[src/rtl/add_chunked.sv]
// add_chunked -- multi-cycle adder that sums WIDTH-bit operands CHUNK bits
// per clock, rippling the carry between cycles through a register.
//
// Build option: define ADD_CHUNKED_SUB_EN to enable subtract mode (sub=1 at
// capture gives out = a - b). Without the macro, sub is ignored and every
// operation is a + b + cin.
//
// Ports
//   clk        clock, rising edge
//   rst_n      asynchronous active-low reset
//   in_valid   operands presented (taken only when in_ready=1)
//   in_ready   block is idle and can accept operands
//   a, b       WIDTH-bit operands
//   cin        carry-in for add mode
//   sub        subtract-mode select (only with ADD_CHUNKED_SUB_EN)
//   out_valid  result available
//   out_ready  consumer takes the result
//   out        WIDTH-bit sum/difference
//   cout       carry-out (no-borrow when subtracting)
//   ovf        signed overflow
//   zero       result equals zero
module add_chunked #(
  parameter int WIDTH = 16,
  parameter int CHUNK = 4
) (
  input  logic             clk,
  input  logic             rst_n,
  input  logic             in_valid,
  output logic             in_ready,
  input  logic [WIDTH-1:0] a,
  input  logic [WIDTH-1:0] b,
  input  logic             cin,
  input  logic             sub,
  output logic             out_valid,
  input  logic             out_ready,
  output logic [WIDTH-1:0] out,
  output logic             cout,
  output logic             ovf,
  output logic             zero
);

  localparam int N  = WIDTH / CHUNK;
  localparam int IW = (N > 1) ? $clog2(N) : 1;
  localparam logic [IW-1:0] LAST_IDX = IW'(N - 1);

  typedef enum logic [1:0] {
    IDLE = 2'd0,
    BUSY = 2'd1,
    DONE = 2'd2
  } state_t;

  state_t           state;
  state_t           state_nxt;
  logic [IW-1:0]    idx;
  logic             carry;
  logic [WIDTH-1:0] a_q;
  logic [WIDTH-1:0] b_q;
  logic [WIDTH-1:0] out_q;
  logic [WIDTH-1:0] out_nxt;
  logic             cout_q;
  logic             ovf_q;
  logic             zero_q;
  logic [CHUNK:0]   sum;
  logic             accept;
  logic             last;
  logic [WIDTH-1:0] b_in;
  logic             c_in;

  // One chunk of the ripple: returns {carry_out, sum_bits}.
  function automatic logic [CHUNK:0] add_chunk(input logic [CHUNK-1:0] x,
                                                input logic [CHUNK-1:0] y,
                                                input logic             c);
    return {1'b0, x} + {1'b0, y} + {{CHUNK{1'b0}}, c};
  endfunction

  // Operand conditioning at capture time. Subtraction is a + ~b + 1, so the
  // stored b is already inverted and the carry register starts at 1.
`ifdef ADD_CHUNKED_SUB_EN
  assign b_in = sub ? ~b : b;
  assign c_in = sub ? 1'b1 : cin;
`else
  logic sub_unused;
  assign sub_unused = sub;
  assign b_in       = b;
  assign c_in       = cin;
`endif

  assign accept = (state == IDLE) && in_valid;
  assign last   = (idx == LAST_IDX);

  // Current chunk sum, and the full result as it will look once this chunk
  // is written (needed for ovf/zero on the final chunk).
  always_comb begin
    sum     = add_chunk(a_q[idx*CHUNK +: CHUNK], b_q[idx*CHUNK +: CHUNK], carry);
    out_nxt = out_q;
    out_nxt[idx*CHUNK +: CHUNK] = sum[CHUNK-1:0];
  end

  // ---- control: state register ----
  always_ff @(posedge clk or negedge rst_n) begin
    if (!rst_n) state <= IDLE;
    else        state <= state_nxt;
  end

  always_comb begin
    state_nxt = state;
    case (state)
      IDLE:    if (in_valid)  state_nxt = BUSY;
      BUSY:    if (last)      state_nxt = DONE;
      DONE:    if (out_ready) state_nxt = IDLE;
      default:                state_nxt = IDLE;
    endcase
  end

  // ---- capture: operand registers (no reset, only meaningful in BUSY) ----
  always_ff @(posedge clk) begin
    if (accept) begin
      a_q <= a;
      b_q <= b_in;
    end
  end

  // ---- ripple: per-chunk sum, running carry and result flags ----
  always_ff @(posedge clk or negedge rst_n) begin
    if (!rst_n) begin
      idx    <= '0;
      carry  <= 1'b0;
      out_q  <= '0;
      cout_q <= 1'b0;
      ovf_q  <= 1'b0;
      zero_q <= 1'b0;
    end else begin
      case (state)
        IDLE: begin
          if (in_valid) begin
            idx   <= '0;
            carry <= c_in;
          end
        end
        BUSY: begin
          out_q[idx*CHUNK +: CHUNK] <= sum[CHUNK-1:0];
          carry <= sum[CHUNK];
          // idx wraps to 0 on the last chunk so it never points past out.
          idx   <= last ? '0 : idx + 1'b1;
          if (last) begin
            cout_q <= sum[CHUNK];
            ovf_q  <= (a_q[WIDTH-1] == b_q[WIDTH-1]) &&
                      (out_nxt[WIDTH-1] != a_q[WIDTH-1]);
            zero_q <= (out_nxt == '0);
          end
        end
        default: ;
      endcase
    end
  end

  assign in_ready  = (state == IDLE);
  assign out_valid = (state == DONE);
  assign out       = out_q;
  assign cout      = cout_q;
  assign ovf       = ovf_q;
  assign zero      = zero_q;

endmodule

[config.mk]
export PLATFORM = sky130hd
export DESIGN_NAME = add_chunked
export DESIGN_NICKNAME = d
export VERILOG_FILES = /design/src/rtl/add_chunked.sv
export SDC_FILE = /design/constraint.sdc
export NUM_CORES = 1
export LEC_CHECK = 0
export CAP_MARGIN = 20
export CORE_MARGIN = 2
export CORE_UTILIZATION = 50
export DETAILED_ROUTE_END_ITERATION = 8
export PLACE_DENSITY = 0.8
export SKIP_CTS_REPAIR_TIMING = 1
export SLEW_MARGIN = 20
export SYNTH_ARGS = -nofsm -noshare
export SYNTH_HDL_FRONTEND = slang
export SYNTH_SLANG_ARGS = --single-unit
[constraint.sdc]
create_clock -name clk -period 4.39 [get_ports clk]
set_input_delay 0.439 -clock clk [delete_from_list [all_inputs] [get_ports clk]]
set_output_delay 0.439 -clock clk [all_outputs]
set_load 0.02 [all_outputs]
# --- After elaboration in Yosys (flattened, before gate mapping) ---
# Cells that the tools add are included.
op_classes:
  add_sub_neg: 4
  eq_ne: 8
  n_shift: 4
  mux: 10
  reduce_logical: 8
op_table:
  columns: ["operator", "n"]
  rows:
  - ["$neg 4->34", 1]
  - ["$shift 4x34->16 const A", 1]
  - ["$shiftx 4x34->16", 1]
  - ["$shiftx 16x5->4", 2]
  - ["$bwmux 16", 1]
  - ["$logic_not 16->1", 1]
  - ["$mux 2", 5]
  - ["$pmux 2 s3", 1]
  - ["$add 4x4->5", 1]
  - ["$add 5x1->5", 1]
  - ["$eq 2x2->1 const B", 2]
  - ["$ne 2x2->1 const B", 2]
  - ["$pmux 2 s2", 1]
  - ["$reduce_and 2->1", 2]
  - ["$reduce_and 3->1", 1]
  - ["$add 2x1->2 const B", 1]
  - ["$eq 2x1->1 const B", 1]
  - ["$logic_and 1x1->1", 2]
  - ["$logic_not 2->1", 1]
  - ["$ne 2x1->1 const B", 1]
  - ["$pmux 1 s2", 1]
  - ["$reduce_bool 2->1", 1]
  - ["$eq 1x1->1", 1]
  - ["$mux 1", 1]
  - ["$ne 1x1->1", 1]
totals:
  regBits: 56
  input_bits: 38
  output_inout_bits: 21

# --- Logic depth before layout (Yosys ltp) ---
depth:
  depth_word: 7
  ltp_mapped: 10

# --- Worst setup path before layout ---
# No wires, ideal clock.
synth_path:
  path_kind: "flip-flop to flip-flop"
  from: "register idx[0]"
  to: "register zero_q (netlist: zero)"
  setup_time_ns: 0.104
  arrival_time_ns: 2.937
  t_required_ns: 4.286
  slack_ns: 1.350
  stages_incl_launch_ff: 11
  n_path_buf: 2
  synth_period_minus_slack_ns: 3.040
  cell_sequence: "dfrtp_1 -> clkbuf_1 -> buf_2 -> mux4_2 -> fa_1 -> inv_1 -> fa_1 -> xor2_1 -> nand4_1 -> nor3b_1 -> o41ai_2"
synth_via:
  elab_chain_cells: 6
  elab_cells_between_ends: 11
  cone_classes: "add/sub (3); eq/ne (1); shift (4); mux (1); reduce/logical (2)"
synth_lines:
  columns: ["element", "line_no", "source"]
  rows:
  - ["start, declared", "54", "logic [IW-1:0] idx;"]
  - ["start signal, assigned", "144", "idx <= last ? '0 : idx + 1'b1;"]
  - ["$shiftx 16x5->4", "94", "sum = add_chunk(a_q[idx*CHUNK +: CHUNK], b_q[idx*CHUNK +: CHUNK], carry);"]
  - ["$add 4x4->5", "73", "return {1'b0, x} + {1'b0, y} + {{CHUNK{1'b0}}, c};"]
  - ["$add 5x1->5", "73", null]
  - ["$shiftx 4x34->16", "96", "out_nxt[idx*CHUNK +: CHUNK] = sum[CHUNK-1:0];"]
  - ["$bwmux 16", "96", null]
  - ["$logic_not 16->1", "149", "zero_q <= (out_nxt == '0);"]
  - ["end signal, assigned", "149", null]
  - ["end, declared", "62", "logic zero_q;"]
# Several ways; a longest one is shown, not always the timed one.
# A chain may end at the register's enable or synchronous reset.

# --- Worst setup path in the final report ---
layout_path:
  from: "register idx[1]"
  to: "register zero_q (netlist: zero)"
# Same word-level chain as after synthesis.

==> summary.txt <==
Cells and area
  • Commonest cells after routing, fill and taps aside: 56 x clkdlybuf4s50_1, 32 x edfxtp_1, 24 x dfrtp_1
  • Commonest non-fill, non-tap cell in the layout: clkdlybuf4s50_1
  • Ant diodes: 0
  • Final net count: 303
  • Final Util: 0.661
  • Area growth syn-to-layout: 28.7%
  • Layout cells sized above 1: 0.0824
  • Filler cells: 393

Critical path
  • Worst setup SP type: flip-flop
  • CP endpoint kind: flip-flop
  • Worst Setup SP: idx[1]$_DFFE_PN0P_
  • Crit path DAT: 3110 ps
  • Critical path fanouts, max: 12
  • Worst r2r src: idx[1]$_DFFE_PN0P_
  • Worst Path Required: 4600 ps
  • Type of the worst setup path: reg2reg

CTS
  • Clock buffer depth: 2
  • CTS tree: done
  • Total CTS buffers: 5
  • Depth of the CTS H-tree: 2
  • Worst skew pair latency: 310 ps
  • Clk sinks: 56
  • Root Buffer: clkbuf_8
  • Clk slew on worst S/H paths: 90 ps

STA
  • Fmax: 0.345 GHz
  • Setup TNS: 0 ps
  • Slew @ Worst Pin: 846 ps
  • Worst hold slack: 96.0 ps
  • Slew Limit Headroom: 0.428
  • Count of final setup violators: 0
  • Max Transition Viols Final: 0
  • RSZ-0062 raised after global routing: false
  • Clock skew: 6.81 ps
  • Min cycle time layout: 2900 ps
  • Final period util: 0.661
  • Final Hold Violating Endpoints: 0

Logic synthesis
  • Unique cell type count in the Yosys netlist: 45
  • Post-Syn Area: 2610 um2
  • Avg Cell Area, Syn: 13.4 um2
  • Post-synthesis sequential area ratio: 0.599
  • Synth async-reset ratio: 0.429
  • Yosys warnings: 0
  • Post-synth EDFFs: 32
  • Synthesized net count: 243
  • Top_reg_cell synth: edfxtp_1
  • Synthesis-stage register bit count: 56
  • Mapped Cells: 194

Floorplanning
  • CORE AREA: 5070 um2
  • IO Count: 59
  • Cell row count: 26
  • Initial core utilization: 0.514
  • Die Height: 76.2 um
  • DIE WIDTH: 76.2 um
  • Full die area: 5810 um2

Global routing
  • Vias in the first global route: 1,785
  • Largest net degree at the start of global routing: 34
  • GRT Total Usage: 0.180
  • Initial antenna violation count: 0
  • First-pass GRT wire length: 8290 um
  • Overflow after GRT: 0

Detailed routing
  • Drt drc: 0
  • Via count: 1,807
  • Vias/cell: 5.56
  • Drt first pass iters: 4
  • Post-route ant nets: 0
  • 1st-iter DRT viols: 149
  • Routed wire length: 4900 um
  • WL/cell: 15.1 um

Placement
  • Placer Congestion: 0.889
  • Post-DP HPWL: 3720 um
  • Port bufs: 57

Worst hold path
  • Hold Crit Class: in2async

Status
  • Status: completed

Power
  • Gate power share: 0.534
  • Sequential power share: 0.333
  • Internal power: 1.44 mW
  • Leak Pwr: 1.32 nW
  • PD cells: 729 nW/um2
  • Sw Share: 0.413
  • VDD IR max: 0.375 mV
  • Part of the power in the clock network: 0.134
  • Switching power: 1.01 mW

Job
  • Max cap viols: 0
-- per-layer routing --
layer  track usage  wire (um)  share of wire
met1         0.234       2050           0.42
met3        0.0498        290          0.059
met4        0.0673         97          0.020
met5             0          0              0
met2         0.291       2460           0.50
-- cell families after synthesis --
logic type	share of synthesized area
simple gates	0.129
mux	0.0767
flops	0.599
fa+ha+maj	0.0585
compound gates	0.104
buf+inv	0.0264
xor+xnor	0.00672
-- layout make-up --
cell class                      count  area, um2  area share
Inverter                           13       48.8      0.0145
Tap cell                           70       87.6      0.0261
Timing Repair Buffer               58        573       0.171
Sequential cell                    56       1560       0.465
Clock buffer                        6       72.6      0.0216
Clock inverter                      2       35.0      0.0104
Multi-Input combinational cell    120        978       0.291
-- state kept, by name, summed over array words and instances, names as in the netlist --
register	count
a_q	16
b_q	16
state	2
idx	2
ovf	1
zero	1
carry	1
cout	1
out	16
-- worst max-delay path, cell delays in order (launching register included) --
cell and delay [ps]:
dfrtp_1 650, mux4_2 410, fa_1 430, inv_1 80, fa_1 240, xor2_1 430
nand4_1 140, nor3b_1 160, o41ai_2 260
-- cell usage after synthesis (all sizes together), types with 2 or more instances --
cell type  instances  area share
edfxtp            32        0.37
dfrtp             24        0.23
nand2             23       0.033
inv               13       0.019
o21ai             10       0.019
ha                 9       0.043
mux4               8       0.069
a22o               5       0.017
nand2b             5       0.012
o31ai              5       0.014
nand3b             4       0.016
nor2               4      0.0058
a21oi              3      0.0058
a31oi              3      0.0072
clkbuf             3      0.0043
nand3              3      0.0058
nor2b              3      0.0072
nor3               3      0.0058
nor4bb             3       0.012
a211oi             2      0.0058
a21o               2      0.0058
buf                2      0.0034
fa                 2       0.015
mux2i              2      0.0077
nand4              2      0.0048
nor4               2      0.0048
-- path summary, 6_finish.rpt --
path / slack [ps] / to / depth (start not counted)
min in group clk: 500 / cout$_DFFE_PN0P_ / 2
max in group asynchronous: 3930 / cout$_DFFE_PN0P_ / 1
max: 1490 / zero$_DFFE_PN0P_ / 8
min: 100 / out[11]$_DFFE_PN0P_ / 1
max reg2reg: 1490 / zero$_DFFE_PN0P_ / 8
min reg2reg: 500 / cout$_DFFE_PN0P_ / 2
-- power by group through the flow --
stage	clock network, mW	logic, mW	registers (mW)
4_1_cts	0.334	1.31	0.821
5_1_grt	0.362	1.42	0.839
6_report	0.327	1.31	0.814
2_1_floorplan	0	0.845	0.866
3_5_place_dp	0	1.31	0.833
3_3_place_gp	0	1.27	0.825
-- stage by stage --
step,power (mW),std cells,worst slack (ps),instance area (um2)
final,2.45,325,1490,3360
after global routing,2.62,325,1260,3360
after CTS,2.46,325,1450,3360
after detailed placement,2.14,317,1490,3250
after global placement,2.09,317,1510,3250
after floorplan,1.71,194,1350,2610
No activity file was read; power rests on OpenSTA's default activity.
